## src/rtl/eco32f_writeback.sv

```systemverilog
// eco32f writeback stage: register file write port, load alignment
// and extension, and the load-acknowledge stall.
module eco32f_writeback (
  input  logic        clk,
  input  logic        rst,
  input  logic        mem_valid,
  input  logic        mem_flush,
  input  logic [4:0]  mem_rf_r_addr,
  input  logic        mem_rf_r_we,
  input  logic [31:0] mem_alu_result,
  input  logic        mem_load,
  input  logic [1:0]  mem_load_size,
  input  logic        mem_load_signed,
  input  logic [31:0] dbus_dat,
  input  logic        dbus_ack,
  input  logic        dbus_err,
  output logic [4:0]  wb_rf_r_addr,
  output logic        wb_rf_r_we,
  output logic [31:0] wb_rf_r,
  output logic        wb_stall,
  output logic        wb_bus_err
);

  localparam logic [0:0] IDLE     = 1'b0;
  localparam logic [0:0] WAIT_ACK = 1'b1;

  logic [0:0] state;
  logic [4:0] ld_addr;
  logic       ld_we;
  logic [1:0] ld_size;
  logic       ld_signed;
  logic [1:0] ld_off;

  logic        take;
  logic        bus_done;
  logic        idle_stall;
  logic        wait_stall;
  logic [1:0]  al_size;
  logic        al_signed;
  logic [1:0]  al_off;
  logic [7:0]  al_byte;
  logic [15:0] al_half;
  logic [31:0] al_data;

  assign take     = mem_valid & ~mem_flush;
  assign bus_done = dbus_ack | dbus_err;

  assign idle_stall = take & mem_load & ~bus_done;
  assign wait_stall = ~mem_flush & ~bus_done;
  assign wb_stall   = (state == IDLE) ? idle_stall : wait_stall;

  // Alignment inputs come from the live mem stage in IDLE, else latched.
  always_comb begin
    al_size   = ld_size;
    al_signed = ld_signed;
    al_off    = ld_off;
    if (state == IDLE) begin
      al_size   = mem_load_size;
      al_signed = mem_load_signed;
      al_off    = mem_alu_result[1:0];
    end
  end

  // Big-endian lanes: offset 0 is the most significant byte.
  always_comb begin
    al_byte = dbus_dat[7:0];
    unique case (al_off)
      2'd0:    al_byte = dbus_dat[31:24];
      2'd1:    al_byte = dbus_dat[23:16];
      2'd2:    al_byte = dbus_dat[15:8];
      default: al_byte = dbus_dat[7:0];
    endcase
  end

  assign al_half = al_off[1] ? dbus_dat[15:0] : dbus_dat[31:16];

  always_comb begin
    al_data = dbus_dat;
    unique case (al_size)
      2'b10:   al_data = {{24{al_signed & al_byte[7]}}, al_byte};
      2'b01:   al_data = {{16{al_signed & al_half[15]}}, al_half};
      default: al_data = dbus_dat;
    endcase
  end

  always_ff @(posedge clk or negedge rst) begin
    if (!rst) begin
      state        <= IDLE;
      ld_addr      <= 5'd0;
      ld_we        <= 1'b0;
      ld_size      <= 2'b00;
      ld_signed    <= 1'b0;
      ld_off       <= 2'b00;
      wb_rf_r_addr <= 5'd0;
      wb_rf_r_we   <= 1'b0;
      wb_rf_r      <= 32'd0;
      wb_bus_err   <= 1'b0;
    end else begin
      wb_rf_r_we <= 1'b0;
      wb_bus_err <= 1'b0;
      if (state == IDLE) begin
        if (take && !mem_load) begin
          wb_rf_r_addr <= mem_rf_r_addr;
          wb_rf_r      <= mem_alu_result;
          wb_rf_r_we   <= mem_rf_r_we & (mem_rf_r_addr != 5'd0);
        end else if (take && dbus_err) begin
          wb_bus_err <= 1'b1;
        end else if (take && dbus_ack) begin
          wb_rf_r_addr <= mem_rf_r_addr;
          wb_rf_r      <= al_data;
          wb_rf_r_we   <= mem_rf_r_we & (mem_rf_r_addr != 5'd0);
        end else if (take) begin
          ld_addr   <= mem_rf_r_addr;
          ld_we     <= mem_rf_r_we;
          ld_size   <= mem_load_size;
          ld_signed <= mem_load_signed;
          ld_off    <= mem_alu_result[1:0];
          state     <= WAIT_ACK;
        end
      end else begin
        if (mem_flush) begin
          state <= IDLE;
        end else if (dbus_err) begin
          wb_bus_err <= 1'b1;
          state      <= IDLE;
        end else if (dbus_ack) begin
          wb_rf_r_addr <= ld_addr;
          wb_rf_r      <= al_data;
          wb_rf_r_we   <= ld_we & (ld_addr != 5'd0);
          state        <= IDLE;
        end
      end
    end
  end

endmodule

```

## config.mk

```make
export PLATFORM = sky130hd
export DESIGN_NAME = eco32f_writeback
export DESIGN_NICKNAME = d
export VERILOG_FILES = /design/src/rtl/eco32f_writeback.sv
export SDC_FILE = /design/constraint.sdc
export NUM_CORES = 1
export LEC_CHECK = 0
export BUFFER_PORTS_ARGS = -buffer_cell sky130_fd_sc_hd__buf_4
export CORE_MARGIN = 10
export CORE_UTILIZATION = 46
export CTS_BUF_LIST = sky130_fd_sc_hd__clkbuf_4
export DETAILED_ROUTE_END_ITERATION = 10
export GPL_ROUTABILITY_DRIVEN = 0
export PLACE_DENSITY = 0.83
export REMOVE_ABC_BUFFERS = 1
export SYNTH_ARGS = -nofsm -noshare
export SYNTH_HDL_FRONTEND = slang
export SYNTH_SLANG_ARGS = --single-unit
```

## constraint.sdc

```tcl
create_clock -name clk -period 2.65 [get_ports clk]
set_input_delay 0.53 -clock clk [delete_from_list [all_inputs] [get_ports clk]]
set_output_delay 0.53 -clock clk [all_outputs]
set_load 0.01 [all_outputs]
```

==> flow_metrics.py <==
metrics = {
    "hold_path": {
        "hold_path_class": "input port to asynchronous set/reset pin",
    },
    "grt": {
        "grt_pass1_wl_mm": 15.8,
        "antenna_found_initial": 0,
        "grt-ovfl-total": 0,
        "use_met2": 0.302,
        "top_usage_layer": "met2",
        "grt_max_degree": 52,
        "use_met3": 0.0355,
        "met1_usage": 0.237,
        "grt_use_total": 0.185,
        "grt_pass1_vias": 3075,
    },
    "power": {
        "total_power_uw": 2210,
        "p_per_area_nw_per_um2": 537,
        "leakagePower_uw": 0.00189,
        "ir_worst_vdd_mv": 0.199,
    },
    "timing": {
        "relSlewSlack": 0.557,
        "rsz0062_at_grt": "no",
        "maxSlewViolCount": 0,
        "timing.hold.ws_ns": 0.143,
        "worst_pin_slew_ns": 0.665,
        "layout_worst_path_cycle_share": 0.847,
        "clock_skew_ns": 0.0148,
        "hold_viol": 0,
        "fin_ws_ns": 0.405,
        "fmax_mhz": 445,
        "setup_violations": 0,
        "finalCriticalPeriod_ns": 2.25,
    },
    "yosys": {
        "synth.distinct_cells": 49,
        "ys.flop_type": "dfrtp_1",
        "synth_area_leader_cell": "dfrtp_1",
        "ys_async_sr_fraction": 1.00,
        "yosys_register_bits": 51,
        "synth.top_cells.by_area": "dfrtp_1 41%, mux2i_1 5.7%, mux2_2 4.3%",
        "yosysWarnings": 0,
        "seq_area_frac_synth": 0.406,
        "yosysTopAreaCellShare": 0.406,
        "syn-cell-area_um2": 3140,
        "postSynthCellCount": 318,
        "synth_edf_count": 0,
        "syn_avg_cell_area_um2": 9.88,
    },
    "critical_path": {
        "path_cells": "buf_4 > a21oi_1 > nor4_1 > buf_4",
        "slowest_stage": "dfrtp_1",
        "critPathMaxFanout": 24,
        "cp.arrival_ns": 1.72,
        "critical-path-max-stage-delay_ns": 0.47,
        "path_class": "flip-flop to output port",
        "r2r-start": "state$_DFF_PN0_",
        "r2r-end": "wb_rf_r[31]$_DFFE_PN0P_",
        "cp_common_cell": "buf_4",
        "r2r_setup_slack_ns": 0.47,
        "r2r_cells": 5,
        "startpoint_type": "flip-flop",
        "path_delay_family": "buffers and inverters",
        "critPathRequiredTime_ns": 2.12,
        "path_buf_inv": 2,
        "worst_setup_path_end_kind": "output port",
    },
    "clock_network": {
        "cts_tree": "built",
        "clock_latency_ns": 0.39,
        "cts_buffer_depth": 2,
        "cts_sinks": 51,
        "ctsResizeCount": 0,
        "h-tree-depth": 2,
        "hold_buffers": 0,
        "cts.clk_slew.worst_paths_ns": 0.17,
        "root_buffer": "clkbuf_4",
        "cts_setup_buffers": 0,
        "cts_buffers": 5,
    },
    "detailed_routing": {
        "drt-pass1-iter-count": 4,
        "wl_per_cell_um": 20.0,
        "num_vias": 3019,
        "finalWirelength_mm": 10.2,
        "antenna_left": 0,
        "drc_errors": 0,
        "dr.first_iter.drc_count": 309,
        "via_per_inst": 5.94,
    },
    "die": {
        "die_area_um2": 10500,
        "core_um2": 6720,
        "rows": 30,
        "die_x_um": 103,
        "io_pins": 120,
        "start_util": 0.468,
        "die-height_um": 103,
    },
    "layout": {
        "final_cells": 508,
        "antenna_cells": 0,
        "fin_area_um2": 4120,
        "fill_cells": 604,
        "area_growth_pct": 31.0,
        "drive_gt1_frac": 0.381,
        "fin_nets": 509,
    },
    "placed_design": {
        "placed_area_um2": 4060,
        "dpl_worst_slack_ns": 0.421,
        "dp.cells": 500,
        "dp_hpwl_mm": 7.75,
        "port_buffers": 119,
    },
    "status": {
        "status": "finished clean",
    },
    "flow_run": {
        "maxCapViolations": 0,
    },
}
## worst max-delay path by stage
stage	start	endpoint	slack, ns	depth (start not counted)
floorplan	state$_DFF_PN0_	wb_rf_r[10]$_DFFE_PN0P_	-0.40	4
finish	state$_DFF_PN0_	wb_stall	0.40	4
global route	state$_DFF_PN0_	wb_stall	0.30	4
global placement	mem_load_size[0]	wb_rf_r[19]$_DFFE_PN0P_	0.49	9
CTS	state$_DFF_PN0_	wb_stall	0.41	4
detailed placement	mem_load_size[0]	wb_rf_r[27]$_DFFE_PN0P_	0.42	9
## cell type report
cell class | instances | area, um2 | share of cell area
clock buffers | 5 | 37.5 | 0.00912
inverters | 5 | 18.8 | 0.00456
clock inverters | 3 | 23.8 | 0.00578
flip-flops and latches | 51 | 1280 | 0.310
multi-input cells | 236 | 1700 | 0.413
repair buffers | 128 | 961 | 0.233
well taps | 80 | 100 | 0.0243
## cells by family (layout without fill, tap and decap cells)
| group | Yosys count | after routing | synth area share |
|---|---|---|---|
| AOI/OAI and AO/OA | 115 | 115 | 0.267 |
| adders and majority gates | 2 | 2 | 0.00796 |
| buffers and inverters | 31 | 141 | 0.0569 |
| DFF | 51 | 51 | 0.406 |
| muxes | 32 | 32 | 0.112 |
| and+or+nand+nor | 87 | 87 | 0.150 |
## cell usage in the layout (no fill, tap or decap), types with 2 or more instances in the layout
cell / instances
o31ai_1: 8
nor3_1: 9
o22ai_1: 10
clkbuf_4: 5
a21oi_2: 2
a21boi_0: 2
o221ai_1: 15
o32a_1: 7
nor4_1: 2
buf_4: 128
mux2i_1: 18
and3_1: 17
or3b_2: 3
a31oi_1: 15
clkinvlp_4: 2
inv_1: 5
a22oi_1: 7
nand2_1: 27
nand3_1: 3
nor2_1: 14
a32o_1: 6
nor2b_1: 2
a21oi_1: 20
dfrtp_1: 51
mux2_2: 12
o21ai_0: 14
ha_1: 2
or4_1: 2
## power breakdown
| part | switching [uW] | internal, uW | total [uW] |
|---|---|---|---|
| Combinational | 380 | 413 | 792 |
| Sequential | 103 | 929 | 1030 |
| Clock | 278 | 107 | 385 |
| Total | 761 | 1450 | 2210 |
## state kept, by name, indices dropped and copies added (netlist names)
signal / flops
state: 1
wb_rf_r_addr: 5
wb_rf_r_we: 1
wb_rf_r: 32
ld_we: 1
ld_addr: 5
ld_signed: 1
ld_size: 2
wb_bus_err: 1
ld_off: 2
## per-stage QoR
| stage | TNS (ns) | util |
|---|---|---|
| floorplan | -9.84 | - |
| global placement | 0 | 0.604 |
| detailed placement | 0 | 0.604 |
| CTS | 0 | 0.613 |
| global route | 0 | 0.613 |
| finish | 0 | 0.613 |
## synthesized netlist by cell type, types with 2 or more instances
| library cell | n |
|---|---|
| nand3_1 | 3 |
| nor3_1 | 9 |
| nand2_1 | 27 |
| clkbuf_1 | 9 |
| and3_1 | 17 |
| buf_4 | 2 |
| o31ai_1 | 8 |
| nor2_1 | 14 |
| o221ai_2 | 2 |
| o221ai_1 | 15 |
| o21ai_0 | 14 |
| or4_1 | 2 |
| ha_1 | 2 |
| buf_6 | 6 |
| a31oi_1 | 15 |
| o32a_1 | 7 |
| a32o_1 | 6 |
| a21boi_0 | 2 |
| o22ai_1 | 10 |
| nor2b_1 | 2 |
| nor4_1 | 2 |
| dfrtp_1 | 51 |
| a21oi_2 | 2 |
| a21oi_1 | 20 |
| or3b_2 | 3 |
| a22oi_1 | 7 |
| buf_2 | 7 |
| mux2_2 | 12 |
| inv_1 | 5 |
| mux2i_1 | 18 |
## per-layer routing
metal | vias to the layer above | routed length, um
met3 | 25 | 752
met2 | 125 | 4900
met4 | 0 | 330
met1 | 1409 | 4170
li1 | 1460 | -
met5 | - | 0
Note: power is estimated with default switching activity, not from simulation.
